==> config.mk <==
export PLATFORM = sky130hd
export DESIGN_NAME = mux9_scan_sequencer
export DESIGN_NICKNAME = d
export VERILOG_FILES = /design/src/rtl/mux9_scan_sequencer_pkg.sv /design/src/rtl/mux9_next_chan.sv /design/src/rtl/mux9_scan_sequencer.sv
export SDC_FILE = /design/constraint.sdc
export NUM_CORES = 1
export LEC_CHECK = 0
export ABC_AREA = 1
export CELL_PAD_IN_SITES_DETAIL_PLACEMENT = 1
export CELL_PAD_IN_SITES_GLOBAL_PLACEMENT = 2
export CORE_UTILIZATION = 23
export CTS_BUF_LIST = sky130_fd_sc_hd__clkbuf_16
export DETAILED_ROUTE_END_ITERATION = 10
export HOLD_SLACK_MARGIN = 0.08
export MAX_ROUTING_LAYER = met4
export PLACE_DENSITY = 0.89
export RECOVER_POWER = 25
export SLEW_MARGIN = 20
export SYNTH_ARGS = -nofsm -noshare
export SYNTH_HDL_FRONTEND = slang
export SYNTH_SLANG_ARGS = --single-unit
==> constraint.sdc <==
create_clock -name clk -period 1.9 [get_ports clk]
set_clock_uncertainty 0.1 [all_clocks]
set_input_delay 0.38 -clock clk [delete_from_list [all_inputs] [get_ports clk]]
set_output_delay 0.38 -clock clk [all_outputs]
set_load 0.005 [all_outputs]
==> src/rtl/mux9_scan_sequencer_pkg.sv <==
// rtl/mux9_scan_sequencer_pkg.sv - shared constants and state type for the mux9 scan sequencer
package mux9_scan_sequencer_pkg;

  localparam int WIDTH = 16;
  localparam int NCH   = 9;
  localparam int SEL_W = 4;

  // Out-of-range select: the mux answers with all-ones while we are not scanning.
  localparam logic [SEL_W-1:0] IDLE_SEL = 4'hF;

  typedef enum logic [1:0] {
    IDLE = 2'd0,
    SEL  = 2'd1,
    OUT  = 2'd2,
    FIN  = 2'd3
  } state_t;

endpackage

==> src/rtl/mux9_next_chan.sv <==
// rtl/mux9_next_chan.sv - priority finder for the next enabled channel above the current one
module mux9_next_chan
  import mux9_scan_sequencer_pkg::*;
(
  input  logic [NCH-1:0]   mask,
  input  logic [SEL_W-1:0] cur,
  input  logic             first,
  output logic [SEL_W-1:0] next_idx,
  output logic             none
);

  // Descending walk so the lowest qualifying index is the one left standing.
  always_comb begin
    next_idx = '0;
    none     = 1'b1;
    for (int i = NCH - 1; i >= 0; i--) begin
      if (mask[i] && (first || (SEL_W'(i) > cur))) begin
        next_idx = SEL_W'(i);
        none     = 1'b0;
      end
    end
  end

endmodule

==> src/rtl/mux9_scan_sequencer.sv <==
// rtl/mux9_scan_sequencer.sv - walks enabled mux channels and streams each captured sample
module mux9_scan_sequencer
  import mux9_scan_sequencer_pkg::*;
(
  input  logic             clk,
  input  logic             resetn,
  input  logic             start,
  input  logic [NCH-1:0]   chan_en,
  output logic [SEL_W-1:0] sel,
  input  logic [WIDTH-1:0] mux_dout,
  output logic             out_valid,
  input  logic             out_ready,
  output logic [WIDTH-1:0] out_data,
  output logic [SEL_W-1:0] out_chan,
  output logic             out_last,
  output logic             busy,
  output logic             done
);

  state_t           state;
  state_t           state_next;
  logic [NCH-1:0]   mask_q;
  logic [NCH-1:0]   find_mask;
  logic             find_first;
  logic [SEL_W-1:0] find_idx;
  logic             find_none;

  // One finder serves both searches: from the live mask in IDLE, from the latched mask afterwards.
  assign find_mask  = (state == IDLE) ? chan_en : mask_q;
  assign find_first = (state == IDLE);

  mux9_next_chan u_next_chan (
    .mask     (find_mask),
    .cur      (sel),
    .first    (find_first),
    .next_idx (find_idx),
    .none     (find_none)
  );

  always_ff @(posedge clk) begin
    if (!resetn) begin
      state <= IDLE;
    end else begin
      state <= state_next;
    end
  end

  always_comb begin
    state_next = state;
    case (state)
      IDLE: begin
        if (start) begin
          state_next = (chan_en != '0) ? SEL : FIN;
        end
      end
      SEL:     state_next = OUT;
      OUT: begin
        if (out_ready) begin
          state_next = out_last ? FIN : SEL;
        end
      end
      FIN:     state_next = IDLE;
      default: state_next = IDLE;
    endcase
  end

  always_comb begin
    busy = (state != IDLE);
  end

  always_ff @(posedge clk) begin
    if (!resetn) begin
      sel       <= IDLE_SEL;
      mask_q    <= '0;
      out_valid <= 1'b0;
      out_data  <= '0;
      out_chan  <= '0;
      out_last  <= 1'b0;
      done      <= 1'b0;
    end else begin
      done <= (state_next == FIN);
      case (state)
        IDLE: begin
          if (start) begin
            mask_q <= chan_en;
            if (!find_none) begin
              sel <= find_idx;
            end
          end
        end
        SEL: begin
          // sel has been stable for a full cycle, so the mux output is settled here.
          out_data  <= mux_dout;
          out_chan  <= sel;
          out_valid <= 1'b1;
          out_last  <= find_none;
        end
        OUT: begin
          if (out_ready) begin
            out_valid <= 1'b0;
            sel       <= out_last ? IDLE_SEL : find_idx;
          end
        end
        default: ;
      endcase
    end
  end

endmodule

# == Yosys cells after proc, flatten, opt, wreduce, memory -nomap -nowiden ==
# Cells that the tools add are included.
# totals
word_cells,81
output_inout_bits,28
register_bits,38
in_bits,29
# op_classes
eq_ne,7
reduce_logical,26
mux,31
n_lt_le_gt_ge,9
# op_table
op,n
4-bit two-way mux,13
3-bit by 4-bit > comparator with 1-bit output (first input constant),4
1-bit two-way mux,10
1-bit logical AND,9
1-bit logical OR,9
9-bit two-way mux,1
9-bit nonzero test,1
1-bit by 4-bit > comparator with 1-bit output (first input constant),2
2-bit by 4-bit > comparator with 1-bit output (first input constant),2
2-bit two-way mux,4
2-bit case mux with 4 select lines,1
4-bit case mux with 2 select lines,1
2-bit equality test (second input constant),3
2-bit != test (second input constant),3
2-bit nonzero test,3
4-bit > comparator (first input constant),1
2-bit AND reduction,2
4-bit AND reduction,1
2-bit by 1-bit equality test with 1-bit output (second input constant),1
2-bit zero test,1
1-bit case mux with 2 select lines,1

# == Depth between registers and ports, before layout ==
# logic_depth
depth_word,15
ltp_mapped,15
mapped_depth_nobuf,15

# == Cells and area by module ==
# A second synthesis with hierarchy kept.
# hier_totals
hier_cells,258
hier_area_um2,1795.5
# by_module_without_submodules
module,cells_per_inst,instances,seq_area_each_um2,area_per_inst_um2
mux9_scan_sequencer,212,1,760.7,1579.0
mux9_next_chan,46,1,0.0,216.5

# == Worst setup path before layout ==
# OpenSTA, ideal clock, no wires.
# synth_path
path_kind,register -> register
start,register sel[1]
end,register sel[1]
period_less_slack_ns,1.563
setup_ns,0.130
setup_slack_ns,0.337
required_time_ns,1.670
stages_incl_launch_ff,13
arrival_time_ns,1.332
path_buffers,1
path_cell_list,dfxtp_1 -> buf_2 -> nand3_1 -> nand3_1 -> nand2_1 -> nor2_1 -> nand2_1 -> nor2_2 -> nand3_2 -> nand2_4 -> inv_2 -> nand2_1 -> nand3_1
# synth_between
elab_chain_cells,14
word_cells_on_any_way,51
classes_between,9 x order compare; 1 x eq/ne; 22 x mux; 19 x reduce/logical
# synth_lines
element,line_no,source
start: declaration,mux9_scan_sequencer.sv:9,"output logic [SEL_W-1:0] sel,"
start signal: assignment,mux9_scan_sequencer.sv:87,sel <= find_idx;
start signal: assignment,mux9_scan_sequencer.sv:101,sel <= out_last ? IDLE_SEL : find_idx;
4-bit > comparator / 3-bit by 4-bit > comparator with 1-bit output (equally long branches),mux9_next_chan.sv:17,if (mask[i] && (first || (SEL_W'(i) > cur))) begin
1-bit logical OR,mux9_next_chan.sv:17,
1-bit logical AND,mux9_next_chan.sv:17,
1-bit two-way mux / 4-bit two-way mux (equally long branches) (8 in series),mux9_next_chan.sv:17,
"1-bit two-way mux, or another cell as far along",mux9_next_chan.sv:17,
"2-bit != test (no source line), or another cell as far along",--,
4-bit AND reduction (no source line) / 4-bit case mux with 2 select lines (equally long branches),--,
# Several ways; a longest one is shown, not always the timed one. The select of a mux whose other input is x is not followed.
# A chain may end at the register's enable or synchronous reset.

# == Worst setup path after layout ==
# layout_path
start,register sel[1]
end,output port sel[1]
# No word-level cell between the ends.

==> impl_metrics.yaml <==
clocking:
  cts_buffers: 5
  cts_tree: "built"
  cts_sinks: 37
  clock_path_buffers: 2
  cts_htree_levels: 2
  insertion_delay_ps: 280
  postCtsHoldBufs: 0
  clk_pin_slew_ps: 60
  cts_root_buffer: "clkbuf_16"
global_route:
  grt-ovfl-total: 0
  grt_pass1_vias: 1781
  grt_pass1_wl_um: 8710
  antenna_found_initial: 0
  grt_usage_pct: 15.6
  grt_max_degree: 24
cells_and_area:
  drive_above_1_share_pct: 12.5
  area_delta_synth_final_pct: 57.4
  final_util_pct: 37.7
  nets: 339
  diodes: 0
  design_area_um2: 2590
logic_synthesis:
  netlist.area_leader.share_pct: 45.0
  synth_common_cells: "nor2_1, nand2_1, dfxtp_1"
  syn_area_um2: 1650
  ys_ff_latch: 37
  synth_area_leaders: "dfxtp_1, nor2_1, nand2_1"
  synth_edf_count: 0
  ys.flop_type: "dfxtp_1"
  synth.most_common_cell: "nor2_1"
  avgSynthCellArea_um2: 6.88
  synth-seq-area-share_pct: 45.0
  yosysUniqueCellTypes: 23
  ys_warn_count: 0
  synth_area_leader_cell: "dfxtp_1"
  syn_nets: 268
  netlist_instances: 239
  ys_async_sr_fraction_pct: 0
floorplan:
  rows: 30
  core_area_um2: 6870
  ioPinCount: 57
  fp.dieArea_um2: 7500
  chipHeight_um: 86.6
  start_util_pct: 24.0
  die_w_um: 86.6
place:
  placed_area_um2: 2400
  dp_hpwl_um: 3830
  dp_slack_ps: -97.8
  io_buffers: 56
  gp_congestion: 0.798
sta:
  fin_crit_ps: 1830
  fin_ws_ps: 66.6
  max_freq_mhz: 545
  relSlewSlack_pct: 48.8
  final_hold_viol_count: 0
  drv_slew: 0
  worst_slew_pin_slew_ps: 768
  fin_crit_sh_pct: 96.5
  setup_violations: 0
route:
  first_pass_iters: 4
  via_per_inst: 4.36
  wirelength_um: 5300
  ant_nets: 0
  wl_per_cell_um: 13.0
  vias: 1776
  drcViolationCount: 0
  drt-initial-drc-count: 49
worst_setup_path:
  cp-start-kind: "flop"
  rrSetupSlack_ps: 110
  cp_data_arrival_time_ps: 1350
  cp_max_fo: 8
  end_kind: "output pin"
  critPathRequiredTime_ps: 1420
  critPathKind: "flop to output pin"
power:
  p_total_uw: 2370
  power_density_nw_per_um2: 915
  ir_drop_mv: 0.462
  p_leak_uw: 0.00115
outcome:
  status: "complete, no violations"
worst_hold_path:
  hp-class: "flop to flop"
run:
  drv_cap: 0
==> worst max-delay path: stages (launching register included) <==
cell	delay [ps]
dfxtp_2	430
buf_4	160
clkdlybuf4s50_1	490
==> layer usage <==
metal	GRT usage (%)	part of all wire (%)
met1	19.5	47
met2	25.8	49
met3	3.05	3.2
met4	4.09	0.76
met5	-	0
==> what timing repair did <==
| item | 4_1_cts | 5_1_grt |
|---|---|---|
| setup buffers | 0 | 2 |
| pin swaps | 0 | 1 |
| resized for setup | 3 | 6 |
| setup endpoints to repair | 2 | 6 |
==> cell families (layout without fill, tap and decap cells) <==
logic type	count (synthesis)	after routing	share of synthesized area (%)
buf+inv	31	103	7.22
compound gates	46	46	15.2
flops	37	37	45.0
simple gates	125	125	32.5
==> final cells by class <==
class	count	area [µm²]
repair buffers	73	677
multi-input cells	171	786
flip-flops and latches	37	753
clock buffers	5	125
well taps	96	120
fillers	860	4280
clock inverters	3	46.3
inverters	22	82.6
==> placed cells by master (no fill, tap or decap), drive strengths merged <==
master	instances
bufinv	1
o21ai	27
clkinvlp	1
a21oi	11
a21boi	2
nor3b	1
nor2	61
dlymetal6s2s	1
nor4	2
inv	22
dfxtp	37
o21bai	1
a21o	1
buf	13
nand2	51
clkbuf	9
nand4	2
clkinv	1
clkdlybuf4s50	55
a211oi	4
nand3	8
==> power breakdown <==
| group | leakage (µW) | internal, µW | switching, µW | total (µW) |
|---|---|---|---|---|
| clock | 0.0000800 | 621 | 349 | 971 |
| combinational | 0.000764 | 252 | 239 | 491 |
| sequential | 0.000306 | 852 | 56.8 | 909 |
| total | 0.00115 | 1730 | 645 | 2370 |
==> per-stage QoR <==
| stage | TNS, ps | hold slack (ps) | instances |
|---|---|---|---|
| 6_report | 0 | 360 | 407 |
| 5_1_grt | -59.0 | 394 | 407 |
| 4_1_cts | 0 | 366 | 405 |
| 3_5_place_dp | -418 | 356 | 397 |
| 3_3_place_gp | -230 | 349 | 397 |
| 2_1_floorplan | 0 | 330 | 239 |
==> registers in the layout, indices dropped and copies added, names as in the netlist <==
signal,cells
state,2
out_valid,1
done,1
out_last,1
sel,4
out_chan,4
mask_q,8
out_data,16
==> final timing paths <==
check                  from   endpoint  cells past startpoint
setup / recovery     sel[1]     sel[1]                      2
hold / removal    mask_q[2]  mask_q[2]                      2
setup reg to reg   state[0]   out_last                      8
hold reg to reg   mask_q[2]  mask_q[2]                      2
Power figures use the tool's default switching activity.
